<file path="config.mk">
export PLATFORM = sky130hd
export DESIGN_NAME = seg7_scan
export DESIGN_NICKNAME = d
export VERILOG_FILES = /design/src/rtl/seg7_pkg.sv /design/src/rtl/seg7_hex_font.sv /design/src/rtl/seg7_scan.sv
export SDC_FILE = /design/constraint.sdc
export NUM_CORES = 1
export LEC_CHECK = 0
export BUFFER_PORTS_ARGS = -buffer_cell sky130_fd_sc_hd__buf_2
export CAP_MARGIN = 20
export CORE_MARGIN = 8
export CORE_UTILIZATION = 57
export DETAILED_ROUTE_END_ITERATION = 6
export GPL_TIMING_DRIVEN = 0
export PLACE_DENSITY = 0.83
export SLEW_MARGIN = 20
export SYNTH_ARGS = -nofsm -noshare
export SYNTH_HDL_FRONTEND = slang
export SYNTH_SLANG_ARGS = --single-unit
</file>
<file path="constraint.sdc">
create_clock -name clk -period 2.7 [get_ports clk]
set_input_delay 0.135 -clock clk [delete_from_list [all_inputs] [get_ports clk]]
set_output_delay 0.135 -clock clk [all_outputs]
set_load 0.01 [all_outputs]
</file>
<file path="src/rtl/seg7_pkg.sv">
// Shared definitions for the seven-segment scanner: the hex font table and the lookup helper.
// Segment vectors are {a,b,c,d,e,f,g}, active-high, with a as the MSB.
package seg7_pkg;

    localparam logic [6:0] FONT [16] = '{
        7'b1111110, 7'b0110000, 7'b1101101, 7'b1111001,
        7'b0110011, 7'b1011011, 7'b1011111, 7'b1110000,
        7'b1111111, 7'b1111011, 7'b1110111, 7'b0011111,
        7'b1001110, 7'b0111101, 7'b1001111, 7'b1000111
    };

    function automatic logic [6:0] hex_to_seg(input logic [3:0] nibble);
        return FONT[nibble];
    endfunction

endpackage

</file>
<file path="src/rtl/seg7_hex_font.sv">
// Combinational hex-nibble to seven-segment decoder, active-high.
// It is a thin wrapper around the package font so that other blocks can reuse the decoder.
module seg7_hex_font
    import seg7_pkg::*;
(
    input  logic [3:0] nibble_i,
    output logic [6:0] seg_o
);

    assign seg_o = hex_to_seg(nibble_i);

endmodule

</file>
<file path="src/rtl/seg7_scan.sv">
// Time-multiplexed seven-segment driver with blanking, leading-zero suppression and PWM dimming.
// New content is double-buffered and is swapped in only when the scan wraps to digit 0.
module seg7_scan
    import seg7_pkg::*;
#(
    parameter int NUM_DIGITS  = 4,
    parameter int DIV_LOG2    = 18,
    parameter int BRIGHT_W    = 3,
    parameter bit SEG_ACT_LOW = 1'b1,
    parameter bit AN_ACT_LOW  = 1'b1
) (
    input  logic                    clk,
    input  logic                    rst,
    input  logic [4*NUM_DIGITS-1:0] data,
    input  logic [NUM_DIGITS-1:0]   dp_in,
    input  logic [NUM_DIGITS-1:0]   blank,
    input  logic                    load,
    input  logic                    lz_suppress,
    input  logic [BRIGHT_W-1:0]     brightness,
    output logic [6:0]              a_to_g,
    output logic                    dp,
    output logic [NUM_DIGITS-1:0]   an,
    output logic                    frame_start
);

    localparam int IDX_W = (NUM_DIGITS > 1) ? $clog2(NUM_DIGITS) : 1;
    localparam logic [IDX_W-1:0] LAST_IDX = IDX_W'(NUM_DIGITS - 1);
    localparam logic [NUM_DIGITS-1:0] AN_OFF = AN_ACT_LOW ? '1 : '0;
    localparam logic [6:0] SEG_OFF = SEG_ACT_LOW ? 7'h7F : 7'h00;
    localparam logic DP_OFF = SEG_ACT_LOW;

    logic [DIV_LOG2-1:0]     cnt_q;
    logic [IDX_W-1:0]        idx_q, idx_d;
    logic [4*NUM_DIGITS-1:0] pendData_q, dispData_q;
    logic [NUM_DIGITS-1:0]   pendDp_q, dispDp_q;
    logic [NUM_DIGITS-1:0]   pendBlank_q, dispBlank_q;
    logic [NUM_DIGITS-1:0]   an_q, an_d;
    logic [6:0]              seg_q, seg_d;
    logic                    dp_q, dp_d;
    logic                    frameStart_q;

    logic                    terminal;
    logic                    wrap;
    logic [BRIGHT_W-1:0]     phase;
    logic                    pwmOn;
    logic [NUM_DIGITS-1:0]   suppress;
    logic                    zeroAbove;
    logic [3:0]              curNibble;
    logic [6:0]              fontSeg;
    logic                    lit;

    assign terminal = &cnt_q;
    assign wrap     = terminal && (idx_q == LAST_IDX);
    assign phase    = cnt_q[DIV_LOG2-1 -: BRIGHT_W];
    assign pwmOn    = (phase <= brightness);

    // Walk down from the leftmost digit; a digit is suppressed while everything from it upwards is zero.
    always_comb begin
        suppress  = '0;
        zeroAbove = 1'b1;
        for (int i = NUM_DIGITS - 1; i > 0; i--) begin
            zeroAbove   = zeroAbove && (dispData_q[4*i +: 4] == 4'h0);
            suppress[i] = lz_suppress && zeroAbove;
        end
    end

    assign curNibble = dispData_q[{idx_q, 2'b00} +: 4];

    seg7_hex_font uFont (
        .nibble_i (curNibble),
        .seg_o    (fontSeg)
    );

    assign lit = pwmOn && !dispBlank_q[idx_q] && !suppress[idx_q];

    always_comb begin
        idx_d = idx_q;
        if (terminal) begin
            idx_d = wrap ? '0 : idx_q + IDX_W'(1);
        end
        an_d  = AN_OFF;
        seg_d = SEG_OFF;
        dp_d  = DP_OFF;
        if (lit) begin
            an_d  = (NUM_DIGITS'(1) << idx_q) ^ AN_OFF;
            seg_d = fontSeg ^ SEG_OFF;
            dp_d  = dispDp_q[idx_q] ^ DP_OFF;
        end
    end

    // The display buffer takes the pending value held before the wrap edge, so a load on that edge lands one frame later.
    always_ff @(posedge clk) begin
        if (rst) begin
            cnt_q        <= '0;
            idx_q        <= '0;
            pendData_q   <= '0;
            pendDp_q     <= '0;
            pendBlank_q  <= '0;
            dispData_q   <= '0;
            dispDp_q     <= '0;
            dispBlank_q  <= '0;
            an_q         <= AN_OFF;
            seg_q        <= SEG_OFF;
            dp_q         <= DP_OFF;
            frameStart_q <= 1'b0;
        end else begin
            cnt_q        <= cnt_q + DIV_LOG2'(1);
            idx_q        <= idx_d;
            frameStart_q <= wrap;
            if (load) begin
                pendData_q  <= data;
                pendDp_q    <= dp_in;
                pendBlank_q <= blank;
            end
            if (wrap) begin
                dispData_q  <= pendData_q;
                dispDp_q    <= pendDp_q;
                dispBlank_q <= pendBlank_q;
            end
            an_q  <= an_d;
            seg_q <= seg_d;
            dp_q  <= dp_d;
        end
    end

    assign an          = an_q;
    assign a_to_g      = seg_q;
    assign dp          = dp_q;
    assign frame_start = frameStart_q;

endmodule

</file>
==> results of run 1 <==
## routing by layer
metal | vias to the layer above | wire, µm
li1 | 1275 | -
met2 | 47 | 3340
met1 | 1156 | 3110
met5 | - | 0
met4 | 0 | 136
met3 | 9 | 292
## Yosys cell counts, types with 2 or more instances
cell type and n:
nor2_1 71, buf_1 3, buf_4 2, xnor2_1 7, o21ai_0 3, mux4_2 4
ha_1 14, nand2_1 15, nand3_1 8, nor3_1 4, inv_1 10, or3_1 2
a21oi_1 7, clkbuf_1 8, buf_2 3, and3_1 2, mux2_2 6, nand4_1 5
mux2i_1 54, o221ai_1 3, nor2b_1 2, and4_1 2, xor2_1 8, buf_6 3
nor4_1 2, dfxtp_1 81
## cell families after synthesis
group / share of synthesized area
DFF: 0.469
muxes: 0.206
buffers and inverters: 0.0413
and+or+nand+nor: 0.157
adders and majority gates: 0.0507
xor gates and xnor gates: 0.0380
AOI/OAI and AO/OA: 0.0376
## worst max-delay path by stage
stage,endpoint,slack [ns],startpoint,cells after the start
floorplan,a_to_g[2],0.66,idx_q[0],6
global placement,a_to_g[6],0.43,idx_q[0],7
detailed placement,a_to_g[6],0.33,idx_q[0],8
CTS,a_to_g[6],0.32,idx_q[0],8
global route,a_to_g[6],0.10,idx_q[0],8
finish,a_to_g[6],0.32,idx_q[0],8
## layout make-up
cell class,count,share of cell area
buffer,19,0.0264
sequential,81,0.408
inverter,10,0.00943
clock buffer,14,0.0409
multi-input combinational,232,0.425
tap,75,0.0236
clock inverter,2,0.0151
timing repair buffer,41,0.0516
## registers in the layout, summed over array words and instances (netlist names), 2 cells and up
name	count
a_to_g	7
pendData_q	16
pendBlank_q	4
cnt_q	18
dispData_q	16
an	4
idx_q	2
dispDp_q	4
dispBlank_q	4
pendDp_q	4
## worst min-delay path: stages
cell	delay [ns]
buf_2	0.07
mux2i_1	0.06
nor2_1	0.07
## report_power, final
group / internal, mW / leakage (nW) / switching [mW]
clock: 0.574 / 0.111 / 0.410
sequential: 1.23 / 0.661 / 0.0166
combinational: 0.0550 / 1.09 / 0.0632
==> results.json, run 1 <==
{
  "layout_min_cycle_time_ns": 2.38,
  "reg2reg_from": "idx_q[0]",
  "insertion_delay_ns": 0.34,
  "slowest_delay_ns": 0.61,
  "grt_pass1_wl_mm": 11.2,
  "dr.pass1.iters": 4,
  "grt_setup_unrepaired": "false",
  "synth_top_area_share": 0.469,
  "synth_area_leaders": "dfxtp_1 (47%), mux2i_1 (16%), nor2_1 (7.7%), ha_1 (5.1%), mux4_2 (2.6%)",
  "stdcell_count": 474,
  "grt_pass1_vias": 2457,
  "seq_area_frac_synth": 0.469,
  "grtUsageMet2": 0.272,
  "post_dp_cell_area_um2": 3760,
  "root_buffer": "clkbuf_8",
  "r2r_cells": 8,
  "synth.distinct_cells": 39,
  "rows": 28,
  "final_core_util": 0.676,
  "synth_top_area_cell": "dfxtp_1",
  "num_vias": 2487,
  "die_w_um": 93.9,
  "netlist_instances": 342,
  "synth_edf_count": 0,
  "finalSetupTns_ns": 0,
  "final-setup-viol-count": 0,
  "cts_hold_buf": 0,
  "critPathTopFamily": "multiplexers",
  "ir_drop_v": 0.000322,
  "clock_sinks": 81,
  "layout_setup_ws_ns": 0.318,
  "cp.required_ns": 2.97,
  "overflow": 0,
  "gp_congestion": 0.852,
  "hold_path_depth": 3,
  "syn_area_um2": 3460,
  "holdCritStartpoint": "dp_in[1]",
  "tightestPinTransition_ns": 0.766,
  "synthArstFlopShare": 0,
  "critPathMaxFanout": 10,
  "fin_total_pwr_mw": 2.34,
  "worstSetupStartpointType": "flop",
  "cts.clk_slew.worst_paths_ns": 0.08,
  "timing.critical_path.buf_inv": 2,
  "register_area_um2": 1620,
  "maxSlewHeadroom": 0.489,
  "grt_max_degree": 13,
  "area_delta_synth_final_pct": 15.1,
  "wire_per_inst_um": 14.5,
  "routed_wl_mm": 6.88,
  "grt.busiest_layer": "met2",
  "core-area_um2": 5890,
  "cts_buffers": 9,
  "ant_nets": 0,
  "multi_input_area_um2": 1690,
  "synth_fp_nets": 387,
  "ys.flop_type": "dfxtp_1",
  "holdWs_ns": 0.0285,
  "ctsResizeCount": 0,
  "critPathMostFrequentCell": "a21oi_1",
  "io_pins": 44,
  "synth.avg_cell_area_um2": 10.1,
  "die_h_um": 93.9,
  "fillCellCount": 462,
  "outcome": "finished, final reports clean",
  "clock_skew_ns": 0.00570,
  "yosys_warnings": 0,
  "ys_ff_latch": 81,
  "portBuffers": 41,
  "grt.met1_usage": 0.185,
  "drt-vias-per-instance": 5.25,
  "holdPathEnd": "pendDp_q[1]",
  "dpl.hpwl_mm": 5.07,
  "final_max_slew_viol_count": 0,
  "cts_setup_buffers": 0,
  "hold_path_class": "input pin to flop",
  "hold_violations": 0,
  "r2r_end": "a_to_g[6]",
  "use_met3": 0.0352,
  "critPathKind": "flop to flop",
  "fin_nets": 439,
  "powerDensity_nw_per_um2": 589,
  "h-tree-depth": 3,
  "final_cell_mix": "dfxtp_1 (81), nor2_1 (71), mux2i_1 (54), buf_2 (44), nand2_1 (15)",
  "dpl.cell_count": 458,
  "end_kind": "flop",
  "cp_cell_sequence": "buf_6 > mux4_2 > inv_1 > ha_1 > mux2i_1 > a21oi_1 > a21oi_1 > o21ai_0",
  "ff2ff_setup_slack_ns": 0.32,
  "maxCapViolCount": 0,
  "fin_area_um2": 3980,
  "finalCritPeriodShare": 0.882,
  "critPathSlowestCell": "mux4_2",
  "cts_tree": "done",
  "start_util": 0.587,
  "antenna_found_initial": 0,
  "clock_path_buffers": 2,
  "layout-drive-gt1-share": 0.190,
  "dp_slack_ns": 0.329,
  "antenna_cells": 0,
  "drtIter0Drc": 79,
  "leakagePower_nw": 1.86,
  "track_usage": 0.160,
  "final_common_cell": "dfxtp_1",
  "die-area_um2": 8810,
  "arrival_ns": 2.65,
  "fmax_mhz": 420,
  "drc": 0
}
No activity file was read; power rests on OpenSTA's default activity.
==> run 2, diff against run 1 <==
--- a/config.mk
+++ b/config.mk
@@ -7,11 +7,13 @@
 export LEC_CHECK = 0
 export BUFFER_PORTS_ARGS = -buffer_cell sky130_fd_sc_hd__buf_2
 export CAP_MARGIN = 20
+export CELL_PAD_IN_SITES_DETAIL_PLACEMENT = 1
+export CELL_PAD_IN_SITES_GLOBAL_PLACEMENT = 2
 export CORE_MARGIN = 8
-export CORE_UTILIZATION = 57
+export CORE_UTILIZATION = 36
 export DETAILED_ROUTE_END_ITERATION = 6
 export GPL_TIMING_DRIVEN = 0
-export PLACE_DENSITY = 0.83
+export PLACE_DENSITY = 0.82
 export SLEW_MARGIN = 20
 export SYNTH_ARGS = -nofsm -noshare
 export SYNTH_HDL_FRONTEND = slang
==> run 2 against run 1 <==
Hold slack lost 0.017 ns; sequential power is essentially flat; highest routed layer unchanged; cell area grew 2.8%.
==> results.json, run 2 (synthesis gave the netlist of run 1 again) <==
{
  "outcome": "finished, final reports clean",
  "die_w_um": 114,
  "drtIter0Drc": 57,
  "layout-drive-gt1-share": 0.195,
  "final_core_util": 0.441,
  "io_pins": 44,
  "start_util": 0.372,
  "hold_path_class": "input pin to flop",
  "maxSlewHeadroom": 0.467,
  "fillCellCount": 1076,
  "ant_nets": 0,
  "arrival_ns": 2.72,
  "final-setup-viol-count": 0,
  "grt.busiest_layer": "met2",
  "use_met3": 0.0438,
  "drc": 0,
  "num_vias": 2515,
  "clock_skew_ns": 0.0126,
  "finalCritPeriodShare": 0.904,
  "rows": 35,
  "portBuffers": 41,
  "dpl.hpwl_mm": 5.90,
  "ir_drop_v": 0.000256,
  "area_delta_synth_final_pct": 18.3,
  "gp_congestion": 0.767,
  "cts.clk_slew.worst_paths_ns": 0.09,
  "fin_nets": 440,
  "track_usage": 0.131,
  "fmax_mhz": 410,
  "maxCapViolCount": 0,
  "clock_sinks": 81,
  "core-area_um2": 9280,
  "powerDensity_nw_per_um2": 615,
  "grt.met1_usage": 0.154,
  "critPathKind": "flop to flop",
  "die_h_um": 114,
  "root_buffer": "clkbuf_8",
  "post_dp_cell_area_um2": 3820,
  "h-tree-depth": 3,
  "largest_register_ffs": 18,
  "fin_total_pwr_mw": 2.52,
  "grt_pass1_vias": 2746,
  "final_max_slew_viol_count": 0,
  "cts_tree": "done",
  "fin_area_um2": 4090,
  "cts_buffers": 9,
  "antenna_found_initial": 0,
  "final_common_cell": "dfxtp_1",
  "hold_violations": 0,
  "reg_top3": "cnt_q (18), dispData_q (16), pendData_q (16)",
  "final_cell_mix": "dfxtp_1 (81), nor2_1 (71), mux2i_1 (54), buf_2 (44), nand2_1 (15)",
  "grt_max_degree": 14,
  "clock_path_buffers": 2,
  "largest-register": "cnt_q",
  "r2r_cells": 8,
  "insertion_delay_ns": 0.36,
  "antenna_cells": 0,
  "grt_pass1_wl_mm": 13.4,
  "drt-vias-per-instance": 4.75,
  "critPathMaxFanout": 10,
  "grt_setup_unrepaired": "false",
  "tightestPinTransition_ns": 0.800,
  "hold_path_depth": 3,
  "routed_wl_mm": 8.00,
  "die-area_um2": 13000,
  "layout_min_cycle_time_ns": 2.44,
  "grtUsageMet2": 0.214,
  "end_kind": "flop",
  "worstSetupStartpointType": "flop",
  "wire_per_inst_um": 15.1,
  "overflow": 0,
  "finalSetupTns_ns": 0,
  "dr.pass1.iters": 4,
  "cp.required_ns": 2.98,
  "leakagePower_nw": 1.88
}
-- run 2: cell types whose count changed in the layout (fill, tap and decap cells not counted) --
cell           delta
bufinv_16         +2
clkbuf_1          -2
clkbuf_8          -2
clkinv_2          +2
dlygate4sd3_1     +1
-- run 2: final cells by class --
class,instances,area (µm²),share of cell area
multi-input cells,232,1690,0.414
flip-flops and latches,81,1620,0.396
repair buffers,42,215,0.0526
well taps,129,161,0.0394
clock inverters,6,130,0.0318
clock buffers,10,128,0.0312
plain buffers,19,105,0.0257
inverters,10,37.5,0.00917
-- run 2: path summary, 6_finish.rpt --
path         startpoint       endpoint  slack (ns)
max reg2reg    idx_q[0]      a_to_g[6]        0.26
min reg2reg    cnt_q[0]       cnt_q[0]        0.48
min             data[1]  pendData_q[1]        0.01
max            idx_q[0]      a_to_g[6]        0.26
-- run 2: worst max-delay path: stages, from the launching register on --
cell and delay (ns):
dfxtp_1 0.51, buf_6 0.21, mux4_2 0.61, inv_1 0.14
ha_1 0.32, mux2i_1 0.12, a21oi_1 0.18, a21oi_1 0.10
o21ai_0 0.18
-- run 2: metal layers --
layer | share of wire | up-vias | wire length (µm)
met5 | 0 | - | 0
met4 | 0.018 | 0 | 140
met3 | 0.048 | 9 | 381
met2 | 0.47 | 38 | 3730
met1 | 0.47 | 1201 | 3750
li1 | - | 1267 | -
-- run 2: report_power, final --
part           leakage (nW)  internal [mW]  switching, mW
Combinational          1.09         0.0561         0.0658
Sequential            0.661           1.23         0.0166
Clock                 0.130          0.705          0.447
-- run 2: timing repair --
action / CTS / global route
endpoints found under the setup margin: 0 / 0
setup buffers: 0 / 0
hold endpoints to repair: 0 / 1
hold buffers: 0 / 1
resized for setup: 0 / 0
-- run 2: per-stage QoR --
step	worst slack [ns]	cells	hold slack, ns
floorplan	0.660	342	0.282
global route	0.0250	529	0.00209
detailed placement	0.268	512	0.383
CTS	0.249	528	0.00192
global placement	0.350	512	0.368
finish	0.259	529	0.0119
==> run 3, diff against run 2 <==
--- a/config.mk
+++ b/config.mk
@@ -11,6 +11,7 @@
 export CELL_PAD_IN_SITES_GLOBAL_PLACEMENT = 2
 export CORE_MARGIN = 8
 export CORE_UTILIZATION = 36
+export CTS_BUF_LIST = sky130_fd_sc_hd__clkbuf_16
 export DETAILED_ROUTE_END_ITERATION = 6
 export GPL_TIMING_DRIVEN = 0
 export PLACE_DENSITY = 0.82
==> run 3 against run 2 <==
Sequential cell count did not move; non-clock buffer count fell by 1; critical path depth did not move; global-route usage rose by 0.41 points; first-iteration DRC count rose by 11%; cell area rose by 2.3%; clock skew fell by 0.0046 ns; hold slack improved by 0.027 ns; combinational power barely moved; setup slack improved by 0.017 ns; routed wire length rose by 2.7%; highest routed layer unchanged.
==> results.json, run 3 (synthesis gave the netlist of run 1 again) <==
{
  "holdCritStartpoint": "data[3]",
  "die_h_um": 114,
  "powerDensity_nw_per_um2": 677,
  "drt-vias-per-instance": 4.80,
  "layout_min_cycle_time_ns": 2.42,
  "reg_top3": "cnt_q (18), dispData_q (16), pendData_q (16)",
  "finalSetupTns_ns": 0,
  "worstSetupStartpointType": "flop",
  "drtIter0Drc": 63,
  "area_delta_synth_final_pct": 21.1,
  "cts_buffers": 9,
  "final_max_slew_viol_count": 0,
  "antenna_found_initial": 0,
  "final-setup-viol-count": 0,
  "grt_max_degree": 14,
  "critPathMaxFanout": 10,
  "portBuffers": 41,
  "hold_path_depth": 3,
  "root_buffer": "clkbuf_16",
  "num_vias": 2537,
  "hold_violations": 0,
  "grt_pass1_vias": 2856,
  "outcome": "finished, final reports clean",
  "drc": 0,
  "hold_path_class": "input pin to flop",
  "cts_setup_buffers": 0,
  "antenna_cells": 0,
  "r2r_cells": 8,
  "layout-drive-gt1-share": 0.198,
  "fin_nets": 439,
  "insertion_delay_ns": 0.33,
  "critPathKind": "flop to flop",
  "arrival_ns": 2.68,
  "finalCritPeriodShare": 0.898,
  "cts_hold_buf": 0,
  "dpl.hpwl_mm": 5.90,
  "maxCapViolCount": 0,
  "rows": 35,
  "wire_per_inst_um": 15.6,
  "maxSlewHeadroom": 0.472,
  "cts.clk_slew.worst_paths_ns": 0.06,
  "holdWs_ns": 0.0388,
  "start_util": 0.372,
  "dr.pass1.iters": 4,
  "ant_nets": 0,
  "gp_congestion": 0.767,
  "final_common_cell": "dfxtp_1",
  "cts_tree": "done",
  "final_core_util": 0.451,
  "reg2reg_from": "idx_q[0]",
  "track_usage": 0.135,
  "largest-register": "cnt_q",
  "ir_drop_v": 0.000366,
  "tightestPinTransition_ns": 0.792,
  "routed_wl_mm": 8.21,
  "overflow": 0,
  "grt_setup_unrepaired": "false",
  "clock_sinks": 81,
  "final_cell_mix": "dfxtp_1 (81), nor2_1 (71), mux2i_1 (54), buf_2 (44), nand2_1 (15)",
  "crit_start": "idx_q[0]",
  "end_kind": "flop",
  "leakagePower_nw": 1.93,
  "h-tree-depth": 3,
  "cp.required_ns": 2.95,
  "core-area_um2": 9280,
  "io_pins": 44,
  "clock_skew_ns": 0.00799,
  "grt_pass1_wl_mm": 13.9,
  "largest_register_ffs": 18,
  "die_w_um": 114,
  "die-area_um2": 13000,
  "clock_path_buffers": 2,
  "fmax_mhz": 413
}
-- run 3: cell count changes in the layout (fill, tap and decap cells not counted) --
cell and delta:
dlygate4sd3_1 -1, clkbuf_1 -1, ha_2 +1, clkbuf_8 -9
inv_1 +1, ha_1 -1, clkbuf_16 +9
-- run 3: worst paths after layout --
check	to	slack, ns
setup reg to reg	a_to_g[6]	0.28
hold / removal	pendData_q[3]	0.04
setup / recovery	a_to_g[6]	0.28
hold reg to reg	cnt_q[0]	0.48
-- run 3: routing by layer --
metal	vias to the layer above	GRT usage	share of wire
met5	-	0	0
met4	0	0.0550	0.013
met3	6	0.0407	0.045
met2	45	0.228	0.48
met1	1214	0.156	0.46
li1	1272	-	-
-- run 3: layout make-up --
class / count / area (µm²)
Buffer: 19 / 105
Clock buffer: 9 / 225
Clock inverter: 7 / 134
Fill cell: 1060 / 5100
Inverter: 10 / 37.5
Multi-Input combinational cell: 232 / 1700
Sequential cell: 81 / 1620
Tap cell: 129 / 161
Timing Repair Buffer: 41 / 205
-- run 3: power breakdown --
part / leakage [nW] / switching, mW / total (mW) / internal, mW
Sequential: 0.661 / 0.0169 / 1.24 / 1.23
Combinational: 1.09 / 0.0658 / 0.121 / 0.0552
Clock: 0.181 / 0.478 / 1.47 / 0.990
-- run 3: timing repair --
| item | CTS | global route |
|---|---|---|
| hold endpoints to repair | 0 | 0 |
| setup endpoints to repair | 0 | 1 |
| resized for setup | 0 | 1 |
-- run 3: critical path: stages (launching register included) --
cell and delay, ns:
dfxtp_1 0.51, buf_6 0.22, mux4_2 0.61, inv_1 0.15, ha_2 0.29, mux2i_1 0.11, a21oi_1 0.17, a21oi_1 0.10
o21ai_0 0.18
-- run 3: stage by stage --
step / total power [mW] / setup WS [ns] / cells / instance area [µm²]
2_1_floorplan: 1.34 / 0.660 / 342 / 3460
3_3_place_gp: 1.39 / 0.350 / 512 / 3820
3_5_place_dp: 1.39 / 0.268 / 512 / 3820
4_1_cts: 2.87 / 0.152 / 528 / 4180
5_1_grt: 2.94 / 0.0478 / 528 / 4190
6_report: 2.83 / 0.276 / 528 / 4190
